## config.mk

```make
export PLATFORM = sky130hd
export DESIGN_NAME = ex_stage_flat
export DESIGN_NICKNAME = d
export VERILOG_FILES = /design/src/rtl/ex_stage_if.sv /design/src/rtl/ex_stage.sv /design/src/flat_wrapper.sv
export SDC_FILE = /design/constraint.sdc
export NUM_CORES = 1
export LEC_CHECK = 0
export ABC_AREA = 0
export BUFFER_PORTS_ARGS = -buffer_cell sky130_fd_sc_hd__buf_4
export CORE_ASPECT_RATIO = 2
export CORE_UTILIZATION = 40
export CTS_CLUSTER_SIZE = 16
export DETAILED_ROUTE_END_ITERATION = 10
export GPL_ROUTABILITY_DRIVEN = 1
export PLACE_DENSITY = 0.64
export SLEW_MARGIN = 10
export SYNTH_ARGS = -nofsm -noshare
export SYNTH_HDL_FRONTEND = slang
export SYNTH_SLANG_ARGS = --single-unit
```

## constraint.sdc

```tcl
create_clock -name clk_i -period 4.25 [get_ports clk_i]
set_clock_uncertainty 0.1 [all_clocks]
set_input_delay 0.2125 -clock clk_i [delete_from_list [all_inputs] [get_ports clk_i]]
set_output_delay 0.2125 -clock clk_i [all_outputs]
set_load 0.005 [all_outputs]
```

## src/rtl/ex_stage_if.sv

```systemverilog
// EX -> MEM bundle plus the cache request strobes, driven by ex_stage (master)
// and consumed by the memory stage / cache (slave).
interface ex_stage_if;
    logic [31:0] alu_mem_o;
    logic [31:0] rs2_mem_o;
    logic [31:0] pc4_mem_o;
    logic        MemRW_mem_o;
    logic [1:0]  WBSel_mem_o;
    logic        RegWEn_mem_o;
    logic [4:0]  rsW_mem_o;
    logic [31:0] inst_mem_o;
    logic        rd_request_o;
    logic        MemRW_ex_o;

    modport master (
        output alu_mem_o, rs2_mem_o, pc4_mem_o, MemRW_mem_o, WBSel_mem_o,
               RegWEn_mem_o, rsW_mem_o, inst_mem_o, rd_request_o, MemRW_ex_o
    );

    modport slave (
        input  alu_mem_o, rs2_mem_o, pc4_mem_o, MemRW_mem_o, WBSel_mem_o,
               RegWEn_mem_o, rsW_mem_o, inst_mem_o, rd_request_o, MemRW_ex_o
    );
endinterface

```

## src/rtl/ex_stage.sv

```systemverilog
// RV32I execute stage: operand forwarding, ALU, branch resolution and the EX/MEM register.
// Build option: define EX_FWD_EN to enable the forwarding muxes (default: operands straight from the register file).
module ex_stage #(
    parameter logic [31:0] BUBBLE_INST = 32'h0000_0000,
    parameter int          ALU_SEL_W   = 4
) (
    input  logic                 clk_i,
    input  logic                 rst_ni,
    input  logic                 enable_i,
    input  logic                 reset_i,
    input  logic [31:0]          pc_ex_i,
    input  logic [31:0]          rs1_ex_i,
    input  logic [31:0]          rs2_ex_i,
    input  logic [31:0]          imm_ex_i,
    input  logic [31:0]          inst_ex_i,
    input  logic                 ASel_ex_i,
    input  logic                 BSel_ex_i,
    input  logic [ALU_SEL_W-1:0] ALUSel_ex_i,
    input  logic                 BrUn_ex_i,
    input  logic                 MemRW_ex_i,
    input  logic [1:0]           WBSel_ex_i,
    input  logic                 RegWEn_ex_i,
    input  logic [4:0]           rsW_ex_i,
    input  logic [1:0]           fwdA_sel_i,
    input  logic [1:0]           fwdB_sel_i,
    input  logic [31:0]          alu_mem_fwd_i,
    input  logic [31:0]          wb_fwd_i,
    ex_stage_if.master           mem_if,
    output logic                 br_taken_o,
    output logic [31:0]          pc_target_o
);
    localparam logic [6:0] OP_LOAD   = 7'b0000011;
    localparam logic [6:0] OP_BRANCH = 7'b1100011;
    localparam logic [6:0] OP_JAL    = 7'b1101111;
    localparam logic [6:0] OP_JALR   = 7'b1100111;

    localparam logic [ALU_SEL_W-1:0] ALU_ADD  = ALU_SEL_W'(0);
    localparam logic [ALU_SEL_W-1:0] ALU_SUB  = ALU_SEL_W'(1);
    localparam logic [ALU_SEL_W-1:0] ALU_SLL  = ALU_SEL_W'(2);
    localparam logic [ALU_SEL_W-1:0] ALU_SLT  = ALU_SEL_W'(3);
    localparam logic [ALU_SEL_W-1:0] ALU_SLTU = ALU_SEL_W'(4);
    localparam logic [ALU_SEL_W-1:0] ALU_XOR  = ALU_SEL_W'(5);
    localparam logic [ALU_SEL_W-1:0] ALU_SRL  = ALU_SEL_W'(6);
    localparam logic [ALU_SEL_W-1:0] ALU_SRA  = ALU_SEL_W'(7);
    localparam logic [ALU_SEL_W-1:0] ALU_OR   = ALU_SEL_W'(8);
    localparam logic [ALU_SEL_W-1:0] ALU_AND  = ALU_SEL_W'(9);
    localparam logic [ALU_SEL_W-1:0] ALU_PASB = ALU_SEL_W'(10);

    logic [31:0] w_fa;
    logic [31:0] w_fb;
    logic [31:0] w_op_a;
    logic [31:0] w_op_b;
    logic [31:0] w_alu;
    logic [31:0] w_jalr_sum;
    logic [4:0]  w_shamt;
    logic [6:0]  w_opcode;
    logic [2:0]  w_funct3;
    logic        w_lt;
    logic        w_cond;
    logic        w_go;

    logic [31:0] r_alu;
    logic [31:0] r_rs2;
    logic [31:0] r_pc4;
    logic        r_memrw;
    logic [1:0]  r_wbsel;
    logic        r_regwen;
    logic [4:0]  r_rsw;
    logic [31:0] r_inst;

`ifdef EX_FWD_EN
    always_comb begin
        case (fwdA_sel_i)
            2'd1:    w_fa = alu_mem_fwd_i;
            2'd2:    w_fa = wb_fwd_i;
            default: w_fa = rs1_ex_i;
        endcase
    end

    always_comb begin
        case (fwdB_sel_i)
            2'd1:    w_fb = alu_mem_fwd_i;
            2'd2:    w_fb = wb_fwd_i;
            default: w_fb = rs2_ex_i;
        endcase
    end
`else
    // Forwarding ports stay on the boundary so both builds share one port list.
    logic w_unused_fwd;
    assign w_unused_fwd = ^{fwdA_sel_i, fwdB_sel_i, alu_mem_fwd_i, wb_fwd_i};
    assign w_fa = rs1_ex_i;
    assign w_fb = rs2_ex_i;
`endif

    assign w_op_a   = ASel_ex_i ? pc_ex_i  : w_fa;
    assign w_op_b   = BSel_ex_i ? imm_ex_i : w_fb;
    assign w_shamt  = w_op_b[4:0];
    assign w_opcode = inst_ex_i[6:0];
    assign w_funct3 = inst_ex_i[14:12];

    always_comb begin
        w_alu = 32'd0;
        case (ALUSel_ex_i)
            ALU_ADD:  w_alu = w_op_a + w_op_b;
            ALU_SUB:  w_alu = w_op_a - w_op_b;
            ALU_SLL:  w_alu = w_op_a << w_shamt;
            ALU_SLT:  w_alu = {31'd0, $signed(w_op_a) < $signed(w_op_b)};
            ALU_SLTU: w_alu = {31'd0, w_op_a < w_op_b};
            ALU_XOR:  w_alu = w_op_a ^ w_op_b;
            ALU_SRL:  w_alu = w_op_a >> w_shamt;
            ALU_SRA:  w_alu = $unsigned($signed(w_op_a) >>> w_shamt);
            ALU_OR:   w_alu = w_op_a | w_op_b;
            ALU_AND:  w_alu = w_op_a & w_op_b;
            ALU_PASB: w_alu = w_op_b;
            default:  w_alu = 32'd0;
        endcase
    end

    // funct3[1] marks LTU/GEU; BrUn additionally turns LT/GE unsigned.
    assign w_lt = (BrUn_ex_i || w_funct3[1]) ? (w_fa < w_fb)
                                             : ($signed(w_fa) < $signed(w_fb));

    always_comb begin
        w_cond = 1'b0;
        case (w_opcode)
            OP_BRANCH: begin
                case (w_funct3)
                    3'b000:         w_cond = (w_fa == w_fb);
                    3'b001:         w_cond = (w_fa != w_fb);
                    3'b100, 3'b110: w_cond = w_lt;
                    3'b101, 3'b111: w_cond = ~w_lt;
                    default:        w_cond = 1'b0;
                endcase
            end
            OP_JAL, OP_JALR: w_cond = 1'b1;
            default:         w_cond = 1'b0;
        endcase
    end

    assign w_jalr_sum  = w_fa + imm_ex_i;
    assign pc_target_o = (w_opcode == OP_JALR) ? {w_jalr_sum[31:1], 1'b0}
                                               : (pc_ex_i + imm_ex_i);

    // enable_i is the pipeline-wide advance: low means hold everything and
    // issue nothing; reset_i only matters while enable_i is high.
    assign w_go                = enable_i & ~reset_i;
    assign br_taken_o          = w_cond & w_go;
    assign mem_if.rd_request_o = (w_opcode == OP_LOAD) & w_go;
    assign mem_if.MemRW_ex_o   = MemRW_ex_i & w_go;

    always_ff @(posedge clk_i) begin
        if (!rst_ni) begin
            r_alu    <= 32'd0;
            r_rs2    <= 32'd0;
            r_pc4    <= 32'd0;
            r_memrw  <= 1'b0;
            r_wbsel  <= 2'd0;
            r_regwen <= 1'b0;
            r_rsw    <= 5'd0;
            r_inst   <= BUBBLE_INST;
        end else if (enable_i) begin
            if (reset_i) begin
                r_alu    <= 32'd0;
                r_rs2    <= 32'd0;
                r_pc4    <= 32'd0;
                r_memrw  <= 1'b0;
                r_wbsel  <= 2'd0;
                r_regwen <= 1'b0;
                r_rsw    <= 5'd0;
                r_inst   <= BUBBLE_INST;
            end else begin
                r_alu    <= w_alu;
                r_rs2    <= w_fb;
                r_pc4    <= pc_ex_i + 32'd4;
                r_memrw  <= MemRW_ex_i;
                r_wbsel  <= WBSel_ex_i;
                r_regwen <= RegWEn_ex_i;
                r_rsw    <= rsW_ex_i;
                r_inst   <= inst_ex_i;
            end
        end
    end

    assign mem_if.alu_mem_o    = r_alu;
    assign mem_if.rs2_mem_o    = r_rs2;
    assign mem_if.pc4_mem_o    = r_pc4;
    assign mem_if.MemRW_mem_o  = r_memrw;
    assign mem_if.WBSel_mem_o  = r_wbsel;
    assign mem_if.RegWEn_mem_o = r_regwen;
    assign mem_if.rsW_mem_o    = r_rsw;
    assign mem_if.inst_mem_o   = r_inst;
endmodule

```

## src/flat_wrapper.sv

```systemverilog
// flat-port wrapper written by rule: the top's interface ports become plain ports
module ex_stage_flat 
#(
    parameter logic [31:0] BUBBLE_INST = 32'h0000_0000,
    parameter int          ALU_SEL_W   = 4
)
  (clk_i, rst_ni, enable_i, reset_i, pc_ex_i, rs1_ex_i, rs2_ex_i, imm_ex_i, inst_ex_i, ASel_ex_i, BSel_ex_i, ALUSel_ex_i, BrUn_ex_i, MemRW_ex_i, WBSel_ex_i, RegWEn_ex_i, rsW_ex_i, fwdA_sel_i, fwdB_sel_i, alu_mem_fwd_i, wb_fwd_i, br_taken_o, pc_target_o, mem_if_alu_mem_o, mem_if_rs2_mem_o, mem_if_pc4_mem_o, mem_if_MemRW_mem_o, mem_if_WBSel_mem_o, mem_if_RegWEn_mem_o, mem_if_rsW_mem_o, mem_if_inst_mem_o, mem_if_rd_request_o, mem_if_MemRW_ex_o);
  ex_stage_if mem_if_i ();
  input  logic clk_i;
  input  logic rst_ni;
  input  logic enable_i;
  input  logic reset_i;
  input  logic [31:0] pc_ex_i;
  input  logic [31:0] rs1_ex_i;
  input  logic [31:0] rs2_ex_i;
  input  logic [31:0] imm_ex_i;
  input  logic [31:0] inst_ex_i;
  input  logic ASel_ex_i;
  input  logic BSel_ex_i;
  input  logic [ALU_SEL_W-1:0] ALUSel_ex_i;
  input  logic BrUn_ex_i;
  input  logic MemRW_ex_i;
  input  logic [1:0] WBSel_ex_i;
  input  logic RegWEn_ex_i;
  input  logic [4:0] rsW_ex_i;
  input  logic [1:0] fwdA_sel_i;
  input  logic [1:0] fwdB_sel_i;
  input  logic [31:0] alu_mem_fwd_i;
  input  logic [31:0] wb_fwd_i;
  output logic br_taken_o;
  output logic [31:0] pc_target_o;
  output wire logic [$bits(mem_if_i.alu_mem_o)-1:0] mem_if_alu_mem_o;
  output wire logic [$bits(mem_if_i.rs2_mem_o)-1:0] mem_if_rs2_mem_o;
  output wire logic [$bits(mem_if_i.pc4_mem_o)-1:0] mem_if_pc4_mem_o;
  output wire logic [$bits(mem_if_i.MemRW_mem_o)-1:0] mem_if_MemRW_mem_o;
  output wire logic [$bits(mem_if_i.WBSel_mem_o)-1:0] mem_if_WBSel_mem_o;
  output wire logic [$bits(mem_if_i.RegWEn_mem_o)-1:0] mem_if_RegWEn_mem_o;
  output wire logic [$bits(mem_if_i.rsW_mem_o)-1:0] mem_if_rsW_mem_o;
  output wire logic [$bits(mem_if_i.inst_mem_o)-1:0] mem_if_inst_mem_o;
  output wire logic [$bits(mem_if_i.rd_request_o)-1:0] mem_if_rd_request_o;
  output wire logic [$bits(mem_if_i.MemRW_ex_o)-1:0] mem_if_MemRW_ex_o;
  assign mem_if_alu_mem_o = mem_if_i.alu_mem_o;
  assign mem_if_rs2_mem_o = mem_if_i.rs2_mem_o;
  assign mem_if_pc4_mem_o = mem_if_i.pc4_mem_o;
  assign mem_if_MemRW_mem_o = mem_if_i.MemRW_mem_o;
  assign mem_if_WBSel_mem_o = mem_if_i.WBSel_mem_o;
  assign mem_if_RegWEn_mem_o = mem_if_i.RegWEn_mem_o;
  assign mem_if_rsW_mem_o = mem_if_i.rsW_mem_o;
  assign mem_if_inst_mem_o = mem_if_i.inst_mem_o;
  assign mem_if_rd_request_o = mem_if_i.rd_request_o;
  assign mem_if_MemRW_ex_o = mem_if_i.MemRW_ex_o;
  ex_stage #(.BUBBLE_INST(BUBBLE_INST), .ALU_SEL_W(ALU_SEL_W)) u_core (.clk_i(clk_i), .rst_ni(rst_ni), .enable_i(enable_i), .reset_i(reset_i), .pc_ex_i(pc_ex_i), .rs1_ex_i(rs1_ex_i), .rs2_ex_i(rs2_ex_i), .imm_ex_i(imm_ex_i), .inst_ex_i(inst_ex_i), .ASel_ex_i(ASel_ex_i), .BSel_ex_i(BSel_ex_i), .ALUSel_ex_i(ALUSel_ex_i), .BrUn_ex_i(BrUn_ex_i), .MemRW_ex_i(MemRW_ex_i), .WBSel_ex_i(WBSel_ex_i), .RegWEn_ex_i(RegWEn_ex_i), .rsW_ex_i(rsW_ex_i), .fwdA_sel_i(fwdA_sel_i), .fwdB_sel_i(fwdB_sel_i), .alu_mem_fwd_i(alu_mem_fwd_i), .wb_fwd_i(wb_fwd_i), .mem_if(mem_if_i), .br_taken_o(br_taken_o), .pc_target_o(pc_target_o));
endmodule
```

==> impl_results.md <==
* Maximum clock insertion buffer count at 2
* Met1 Routed Length at 38200 microns
* DP HPWL at 88600 microns
* Fmax at 0.241 GHz
* Dpl cells at 3880
* Number of I/O pins at 420
* GRT Total Usage at 46.7%
* Die X at 158 microns
* PD cells at 271 nW/um^2
* Reg2reg path depth at 8
* Wire length per cell at 29.0 microns
* PortBufs at 351
* Leakage power at 11.8 nW
* Post-route ant nets at 0
* Most frequent cells in the layout: buf_4, a21oi_1, nand2_1
* Crit path kind: input pin to flop
* Switching Share at 46.4%
* Crit Path Max Fanout at 3
* Seq/Total Area, Yosys at 14.0%
* Detail Route met3 WL at 11000 microns
* Worst EP required at 4.48 ns
* GR Overflow Total at 0
* Die H at 314 microns
* VDD IR max at 0.245 mV
* Commonest non-fill, non-tap cell in the layout: buf_4
* Sw power at 3.23 mW
* Mean post-synth cell area at 7.02 sq um
* CP Cell Sequence: dlygate4sd3_1 > buf_4 > mux2i_4 > inv_2 > ha_1 > fa_1 > a21o_1 > a41oi_1 > a2bb2oi_1 > buf_4 > a2111oi_1 > a21oi_1 > a221oi_1 > a21oi_1 > a2111oi_0 > o21ai_0
* Min-delay src: inst_ex_i[1]
* First-pass GRT wire length at 166000 microns
* Critical R2R Launch: u_core.mem_if.alu_mem_o[31]
* Number of flops mapped to enable cells by yosys at 0
* Vias in the first global route at 24900
* Hold path cells at 4
* Tcrit/Tclk final at 97.5%
* DR vias/cell at 6.26
* Synthesis Warnings at 0
* Metal2 WL at 53300 microns
* Netlist Area Pre-Place at 19500 sq um
* Worst Hold Endpoint: u_core.mem_if.inst_mem_o[1]
* Post-Route WL at 115000 microns
* WHS at 0.0123 ns
* Largest net degree at the start of global routing at 93
* Buf+Inv Stages, Crit Path at 4
* Slew at the pin closest to its max-slew limit at 1.27 ns
* Final setup fails at 0
* Via Count at 24900
* FFs w/ async S/R, synth at 0%
* Ys flop type: dfxtp_1
* Rows at 114
* Root Driver: clkbuf_16
* Comb pwr share at 54.9%
* Final net count at 3767
* Relative slew slack at 14.6%
* Finished Layout Cells at 3977
* CTS tree: done
* Design Area, Final at 25700 sq um
* Area Growth Syn to Fin at 31.6%
* Syn Inst Count at 2779
* Top Metal Used: met5
* CP peak stage delay at 0.55 ns
* Full die area at 49700 sq um
* Pre-Repair DR Iteration Count at 6
* Max Cap Violations at 0
* Yosys reg bits at 137
* CP startpoint kind: input pin
* Power share of the clock group at 25.5%
* CP endpoint kind: flop
* DP Area at 24500 sq um
* Final Hold Violating Endpoints at 0
* Netlist cell types at 84
* Hold Crit Class: input pin to flop
* Core ar. at 48200 sq um
* DRC viols at 0
* Final core occ at 53.3%
* Clock latency on the worst-skew pair at 0.48 ns
* CTS Buf Count at 17
* Min Tclk post-route at 4.14 ns
* Setup bufs post-CTS at 0
* Layout cells sized above 1 at 22.0%
* WP data arrival at 4.37 ns
* Final Slew Violations at 0
* Status: completed
* Num Clock Sinks at 137
* Top delay family on crit path: compound AO/OA/AOI/OAI gates
* Seq pwr share at 19.6%
* RR Endpoint: u_core.mem_if.alu_mem_o[31]
* Worst path slowest cell: dlygate4sd3_1
* Register-to-register setup slack at 1.94 ns
* Global placement routability congestion at 1.04
* Initial DRC count at 1898
* Internal power at 3.74 mW
* Syn_nets at 3229
* Initial antenna violation count at 19
* Initial Utilization at 40.5%
* Htree depth at 4
* CTS clk-pin slew, worst paths at 0.08 ns
## final cells by class
cell class | count | area (sq um)
antenna | 9 | 22.5
clock inverter | 15 | 195
tap | 638 | 798
clock buffer | 17 | 425
multi-input combinational | 2288 | 15500
inverter | 189 | 712
fill | 4892 | 22500
sequential | 137 | 2740
timing repair buffer | 684 | 5330
## cells by family after synthesis
logic type | after synthesis | share of synthesized area [%]
AO/OA/AOI/OAI | 949 | 30.9
XOR/XNOR | 98 | 4.40
adder cells (fa/ha/maj) | 202 | 13.1
buffers and inverters | 354 | 7.18
flip-flops | 137 | 14.0
multiplexers | 152 | 8.43
AND/OR/NAND/NOR | 887 | 22.0
## layer usage
layer	vias to the layer above	track usage (%)
met1	11800	46.1
met4	18	43.9
met3	541	17.1
met2	1460	74.7
li1	11100	-
met5	-	0
## power by group through the flow
stage	Sequential, mW	Combinational [mW]	Clock, mW
3_5_place_dp	1.39	3.56	0
3_3_place_gp	1.39	3.53	0
6_report	1.37	3.83	1.78
5_1_grt	1.37	4.03	1.83
2_1_floorplan	1.39	1.92	0
4_1_cts	1.36	3.62	1.77
## cell usage after synthesis (32+ instances only)
cell / count / area, sq um
a21oi_1: 306 / 1530
nand2_1: 270 / 1010
nor2_1: 201 / 754
ha_1: 198 / 2480
inv_1: 172 / 646
nor2b_1: 154 / 963
o21ai_0: 149 / 746
dfxtp_1: 137 / 2740
mux2i_1: 126 / 1260
clkbuf_1: 107 / 402
o22ai_1: 73 / 457
a21o_1: 60 / 450
and2_1: 58 / 363
xnor2_1: 53 / 464
nand3_1: 51 / 255
xor2_1: 45 / 394
nor3_1: 41 / 205
nand4_1: 32 / 200
## worst reg2reg max path, stage by stage (launching register included)
cell,delay [ns]
dfxtp_1,0.32
nor2b_1,0.16
a21oi_1,0.38
o2111ai_1,0.16
a31oi_1,0.19
o2111ai_1,0.33
a211o_1,0.35
mux2i_1,0.13
o21ai_1,0.08
## timing repair
item | in CTS | in global routing
hold buffers | 56 | 0
setup endpoints to repair | 0 | 8
gates resized for setup | 0 | 6
endpoints found under the hold margin | 56 | 0
## worst max path at each step
stage / end / cells after the start / start
2_1_floorplan: u_core.mem_if.alu_mem_o[27] / 16 / BSel_ex_i
3_3_place_gp: u_core.mem_if.alu_mem_o[28] / 18 / ASel_ex_i
3_5_place_dp: u_core.mem_if.alu_mem_o[28] / 18 / ASel_ex_i
4_1_cts: pc_target_o[30] / 17 / pc_ex_i[0]
5_1_grt: u_core.mem_if.alu_mem_o[27] / 17 / rs2_ex_i[11]
6_report: u_core.mem_if.alu_mem_o[12] / 16 / rs2_ex_i[0]
## registers in the layout, summed over array words and instances (netlist names)
register                    count
u_core.mem_if.RegWEn_mem_o      1
u_core.mem_if.WBSel_mem_o       2
u_core.mem_if.alu_mem_o        32
u_core.mem_if.MemRW_mem_o       1
u_core.mem_if.inst_mem_o       32
u_core.mem_if.rsW_mem_o         5
u_core.mem_if.rs2_mem_o        32
u_core.mem_if.pc4_mem_o        32
## through the flow
step	TNS, ns	worst slack [ns]	power [mW]
3_5_place_dp	-0.111	-0.0541	4.95
6_report	0	0.106	6.97
3_3_place_gp	-0.0591	-0.0591	4.92
2_1_floorplan	0	0.382	3.31
4_1_cts	0	0.0576	6.75
5_1_grt	-0.00560	-0.00560	7.22
No activity file was read; power rests on OpenSTA's default activity.
